<file path="config.mk">
export PLATFORM = sky130hd
export DESIGN_NAME = opb_master_bridge
export DESIGN_NICKNAME = d
export VERILOG_FILES = /design/src/rtl/opb_master_bridge.sv
export SDC_FILE = /design/constraint.sdc
export NUM_CORES = 1
export LEC_CHECK = 0
export CAP_MARGIN = 10
export CORE_UTILIZATION = 46
export CTS_BUF_LIST = sky130_fd_sc_hd__clkbuf_8
export DETAILED_ROUTE_END_ITERATION = 6
export GPL_TIMING_DRIVEN = 0
export PLACE_DENSITY_LB_ADDON = 0.15
export SETUP_SLACK_MARGIN = 0.15
export SLEW_MARGIN = 20
export SYNTH_ARGS = -nofsm -noshare
export SYNTH_HDL_FRONTEND = slang
export SYNTH_SLANG_ARGS = --single-unit
</file>
<file path="constraint.sdc">
create_clock -name OPB_Clk -period 10.3 [get_ports OPB_Clk]
set_input_delay 2.06 -clock OPB_Clk [delete_from_list [all_inputs] [get_ports OPB_Clk]]
set_output_delay 2.06 -clock OPB_Clk [all_outputs]
set_load 0.02 [all_outputs]
</file>
<file path="src/rtl/opb_master_bridge.sv">
// opb_master_bridge: fabric-side valid/ready command port driving single OPB
// master transfers. Handles arbitration, ack/error/retry and timeout, and
// returns one response per command.
module opb_master_bridge #(
   parameter int C_OPB_AWIDTH     = 32,
   parameter int C_OPB_DWIDTH     = 32,
   parameter int C_TIMEOUT_CYCLES = 16,
   parameter int C_MAX_RETRIES    = 4
) (
   input  logic                      OPB_Clk,
   input  logic                      OPB_Rst,
   input  logic                      cmd_valid,
   output logic                      cmd_ready,
   input  logic                      cmd_rnw,
   input  logic [C_OPB_AWIDTH-1:0]   cmd_addr,
   input  logic [C_OPB_DWIDTH-1:0]   cmd_wdata,
   input  logic [C_OPB_DWIDTH/8-1:0] cmd_be,
   output logic                      rsp_valid,
   output logic [C_OPB_DWIDTH-1:0]   rsp_rdata,
   output logic [1:0]                rsp_status,
   output logic                      M_request,
   input  logic                      OPB_MGrant,
   output logic                      M_select,
   output logic [0:C_OPB_AWIDTH-1]   M_ABus,
   output logic [0:C_OPB_DWIDTH/8-1] M_BE,
   output logic [0:C_OPB_DWIDTH-1]   M_DBus,
   output logic                      M_RNW,
   output logic                      M_seqAddr,
   output logic                      M_busLock,
   input  logic [0:C_OPB_DWIDTH-1]   OPB_DBus,
   input  logic                      OPB_xferAck,
   input  logic                      OPB_errAck,
   input  logic                      OPB_retry,
   input  logic                      OPB_toutSup
);

   localparam int BW = C_OPB_DWIDTH / 8;
   localparam int TW = $clog2(C_TIMEOUT_CYCLES + 1);
   localparam int RW = $clog2(C_MAX_RETRIES + 1);

   localparam logic [TW-1:0] TOUT_LIMIT  = TW'(C_TIMEOUT_CYCLES);
   localparam logic [RW-1:0] RETRY_LIMIT = RW'(C_MAX_RETRIES);

   localparam logic [1:0] ST_OK    = 2'b00;
   localparam logic [1:0] ST_ERR   = 2'b01;
   localparam logic [1:0] ST_TOUT  = 2'b10;
   localparam logic [1:0] ST_RETRY = 2'b11;

   typedef enum logic [1:0] {
      S_IDLE = 2'd0,
      S_REQ  = 2'd1,
      S_XFER = 2'd2,
      S_RESP = 2'd3
   } state_t;

   state_t                  state_q, state_d;
   logic                    rnw_q, rnw_d;
   logic [C_OPB_AWIDTH-1:0] addr_q, addr_d;
   logic [C_OPB_DWIDTH-1:0] wdata_q, wdata_d;
   logic [BW-1:0]           be_q, be_d;
   logic [RW-1:0]           retry_cnt_q, retry_cnt_d;
   logic [TW-1:0]           tout_cnt_q, tout_cnt_d;
   logic [C_OPB_DWIDTH-1:0] rdata_q, rdata_d;
   logic [1:0]              status_q, status_d;
   logic [TW-1:0]           tout_inc;
   logic [RW-1:0]           retry_inc;

   // Next-state logic: command latch, transfer outcome and counters.
   always_comb begin
      state_d     = state_q;
      rnw_d       = rnw_q;
      addr_d      = addr_q;
      wdata_d     = wdata_q;
      be_d        = be_q;
      retry_cnt_d = retry_cnt_q;
      tout_cnt_d  = tout_cnt_q;
      rdata_d     = rdata_q;
      status_d    = status_q;
      // The slave may suppress the timeout; the count then simply holds.
      tout_inc    = OPB_toutSup ? tout_cnt_q : tout_cnt_q + TW'(1);
      retry_inc   = retry_cnt_q + RW'(1);

      case (state_q)
         S_IDLE: begin
            if (cmd_valid) begin
               rnw_d       = cmd_rnw;
               addr_d      = cmd_addr;
               wdata_d     = cmd_wdata;
               be_d        = cmd_be;
               retry_cnt_d = '0;
               tout_cnt_d  = '0;
               state_d     = S_REQ;
            end
         end
         S_REQ: begin
            if (OPB_MGrant) begin
               state_d = S_XFER;
            end
         end
         S_XFER: begin
            if (OPB_errAck) begin
               status_d = ST_ERR;
               rdata_d  = '0;
               state_d  = S_RESP;
            end else if (OPB_xferAck) begin
               status_d = ST_OK;
               rdata_d  = rnw_q ? OPB_DBus : '0;
               state_d  = S_RESP;
            end else if (OPB_retry) begin
               retry_cnt_d = retry_inc;
               if (retry_inc == RETRY_LIMIT) begin
                  status_d = ST_RETRY;
                  rdata_d  = '0;
                  state_d  = S_RESP;
               end else begin
                  // Re-arbitrate; each attempt gets a fresh timeout window.
                  tout_cnt_d = '0;
                  state_d    = S_REQ;
               end
            end else begin
               tout_cnt_d = tout_inc;
               if (tout_inc == TOUT_LIMIT) begin
                  status_d = ST_TOUT;
                  rdata_d  = '0;
                  state_d  = S_RESP;
               end
            end
         end
         S_RESP: begin
            state_d = S_IDLE;
         end
         default: begin
            state_d = S_IDLE;
         end
      endcase
   end

   // Control state and response registers with synchronous active-low reset.
   always_ff @(posedge OPB_Clk) begin
      if (!OPB_Rst) begin
         state_q     <= S_IDLE;
         retry_cnt_q <= '0;
         tout_cnt_q  <= '0;
         rdata_q     <= '0;
         status_q    <= ST_OK;
      end else begin
         state_q     <= state_d;
         retry_cnt_q <= retry_cnt_d;
         tout_cnt_q  <= tout_cnt_d;
         rdata_q     <= rdata_d;
         status_q    <= status_d;
      end
   end

   // Command latch; only observed on the bus while selected, so no reset.
   always_ff @(posedge OPB_Clk) begin
      rnw_q   <= rnw_d;
      addr_q  <= addr_d;
      wdata_q <= wdata_d;
      be_q    <= be_d;
   end

   assign cmd_ready  = OPB_Rst && (state_q == S_IDLE);
   assign rsp_valid  = (state_q == S_RESP);
   assign rsp_rdata  = rdata_q;
   assign rsp_status = status_q;
   assign M_request  = (state_q == S_REQ);
   assign M_select   = (state_q == S_XFER);

   // OR-bus: every master output is zero unless this master is selected.
   assign M_ABus    = M_select ? addr_q : '0;
   assign M_BE      = M_select ? be_q : '0;
   assign M_DBus    = (M_select && !rnw_q) ? wdata_q : '0;
   assign M_RNW     = M_select & rnw_q;
   assign M_seqAddr = 1'b0;
   assign M_busLock = 1'b0;

endmodule

</file>
==> flow_summary_export.csv <==
group,metric,value,unit
status,status,"finished, final reports clean",
cts,clkLatencyLatePin,410,ps
yosys,netlist_area,4640,µm²
yosys,synth_top_family_by_area,"simple AND/OR/NAND/NOR gates",
yosys,synth_edf_count,69,
sta,rsz0062_at_grt,"no",
grt,grt_max_degree,17,
sta,fin_setup_tns,0,ps
sta,worstMarginPinSlew,506,ps
route,via_per_inst,4.77,
floorplan,core_area,9770,µm²
yosys,yosys_warnings,0,
sta,hold_viol,0,
floorplan,dieArea,10500,µm²
worst_setup_path,cp.buffers_inverters,3,
worst_setup_path,crit_chain,"clkdlybuf4s50_1, clkbuf_1, nor3b_1, clkdlybuf4s50_1",
placement,dp_hpwl,8.82,mm
route,wl_per_cell,15.4,µm
yosys,synth-compound-area-share,0.0321,
sta,fin_crit_sh,0.568,
worst_setup_path,cp_max_fo,10,
cts,post-cts-setup-buffer-count,0,
pwr,power_density,139,nW/µm²
sta,fin_skew,11.2,ps
cts,clk_path_buf_depth,2,
worst_setup_path,critPathTopFamily,"buffers and inverters",
cts,cts_tree,"built",
sta,final-setup-viol-count,0,
placement,port_buffers,215,
final_layout,area_delta_synth_final,59.4,%
job,maxCapViolCount,0,
final_layout,n_antenna_cell,0,
final_layout,fillers,678,
placement,gp_congestion,0.756,
worst_setup_path,cp_slowest_stage_delay,640,ps
final_layout,register_area,2950,µm²
sta,min_period,5850,ps
cts,ctsResizeCount,0,
worst_setup_path,endpoint_kind,"primary output",
floorplan,die_height,102,µm
yosys,synth_simple_gate_area_frac,0.193,
route,drc,0,
cts,cts_buffers,17,
yosys,ys_async_sr_fraction,0,
cts,path_clk_slew,70,ps
route,antenna_left,0,
cts,clock-sinks,113,
final_layout,fin_nets,732,
worst_hold_path,hold_class,"flip-flop to flip-flop",
pwr,ir_drop,0.0923,mV
yosys,synth_mux_area_frac,0.0758,
cts,htreeDepth,4,
route,drt_first_pass_iters,5,
yosys,ys_ff_latch,113,
route,vias,3655,
sta,drv_slew,0,
worst_setup_path,cpMaxStageDelayCell,"clkdlybuf4s50_1",
grt,track_usage,0.220,
floorplan,die_w,102,µm
cts,holdBufCountCts,0,
worst_setup_path,crit_type,"primary input to primary output",
yosys,avgSynthCellArea,12.3,µm²
yosys,synth_xor_area_frac,0.00755,
final_layout,multi_input_area,1480,µm²
sta,relSlewSlack,0.660,
grt,grt_pass1_vias,3674,
yosys,synth_ff_type,"edfxtp_1",
cts,cts-root-buf,"clkbuf_8",
yosys,synth_cells,378,
pwr,leakage,2.88,nW
worst_setup_path,crit_arrival,3790,ps
pwr,power.total,1.03,mW
yosys,synth_fa_ha_area_frac,0.00809,
worst_setup_path,crit_path_frequent_cell,"clkdlybuf4s50_1",
final_layout,drive_above_1_share,0.0742,
floorplan,rows,36,
floorplan,start_util,0.475,
worst_setup_path,cp.required,8240,ps
sta,clock.fmax,171,MHz
yosys,ys_seq_area_frac,0.636,
route,drt_wl_total,11.8,mm
worst_setup_path,critPathLaunchType,"primary input",
grt,overflow,0,
floorplan,ios,218,
grt,grt_first_pass_wirelength,17.4,mm
grt,antenna_found_initial,0,
route,initialDrtViolationCount,89,
yosys,yosysUniqueCellTypes,44,
worst paths after layout:
path	start	endpoint	slack, ps	depth (start not counted)
hold / removal	rsp_status[1]$_SDFFE_PN0P_	rsp_status[1]$_SDFFE_PN0P_	450	2
setup / recovery	OPB_Rst	cmd_ready	4450	4
hold reg to reg	rsp_status[1]$_SDFFE_PN0P_	rsp_status[1]$_SDFFE_PN0P_	450	2
setup reg to reg	state_q[1]$_SDFFE_PN0P_	addr_q[21]$_DFFE_PP_	8110	6
routing by layer:
| layer | vias up | share of wire | track usage |
|---|---|---|---|
| met4 | 0 | 0.023 | 0.0967 |
| met3 | 21 | 0.065 | 0.0643 |
| met1 | 1727 | 0.40 | 0.242 |
| li1 | 1768 | - | - |
| met5 | - | 0 | 0 |
| met2 | 139 | 0.51 | 0.392 |
worst register-to-register path, stage by stage (launching register included):
cell      delay (ps)
dfxtp_1          310
clkbuf_1         230
nor3b_2          430
buf_4            280
buf_4            230
buf_4            220
buf_4            190
per-stage QoR:
step | std cells | area [µm²] | util | setup slack, ps | hold WS (ps)
after detailed placement | 734 | 7020 | 0.719 | 4480 | 435
after CTS | 766 | 7390 | 0.756 | 4470 | 447
after floorplan | 379 | 4640 | - | 2660 | 476
after global routing | 766 | 7390 | 0.756 | 4370 | 483
after global placement | 727 | 6960 | 0.712 | 335 | 434
final | 766 | 7390 | 0.756 | 4450 | 446
area by class of cell:
cell class,count,share of cell area
timing repair buffer,222,0.299
clock inverter,14,0.0166
inverter,5,0.00254
buffer,25,0.0264
sequential,113,0.399
clock buffer,18,0.0335
multi-input combinational,236,0.200
tap,133,0.0225
report_power, final:
group | internal (mW) | switching (mW) | total (mW) | leakage (nW)
combinational | 0.0689 | 0.0519 | 0.121 | 1.66
sequential | 0.506 | 0.00564 | 0.511 | 1.01
clock | 0.217 | 0.178 | 0.395 | 0.211
total | 0.791 | 0.235 | 1.03 | 2.88
cells in the mapped netlist (2+ instances only):
cell,n,area share
dfxtp_1,44,0.19
a21oi_1,5,0.0054
nor3b_1,3,0.0049
edfxtp_1,69,0.45
o21ai_0,9,0.0097
and2_1,72,0.097
a21boi_0,3,0.0049
nor2b_1,7,0.0094
inv_1,4,0.0032
nor4_1,2,0.0027
dlygate4sd3_1,5,0.011
nand4b_1,3,0.0057
nand2_1,67,0.054
clkbuf_1,12,0.0097
xor2_1,3,0.0057
ha_1,3,0.0081
buf_4,2,0.0032
buf_12,3,0.013
mux2i_1,34,0.073
nor2_1,4,0.0032
sequential cells by signal (all words and copies together), names as in the netlist:
signal	cells
tout_cnt_q	5
retry_cnt_q	3
be_q	4
addr_q	32
rsp_rdata	32
state_q	2
rsp_status	2
rnw_q	1
wdata_q	32
cells in the final DEF (no fill, tap or decap), types with 4 or more instances in the layout:
cell type / synthesis / routed
nand2_1: 67 / 67
buf_4: 2 / 8
clkbuf_1: 12 / 12
nor2b_1: 7 / 7
o21ai_0: 9 / 9
clkbuf_8: 0 / 18
clkdlybuf4s50_1: 0 / 215
clkinv_2: 0 / 6
and2_1: 72 / 72
nor2_1: 4 / 4
a21oi_1: 5 / 5
inv_1: 4 / 7
dlygate4sd3_1: 5 / 5
mux2i_1: 34 / 34
dfxtp_1: 44 / 44
edfxtp_1: 69 / 69
logic make-up after synthesis:
logic type               after synthesis
AO/OA/AOI/OAI                         24
XOR/XNOR                               4
adder cells (fa/ha/maj)                3
buffers and inverters                 30
flip-flops                           113
multiplexers                          35
other                                  1
AND/OR/NAND/NOR                      168
Power figures use the tool's default switching activity.
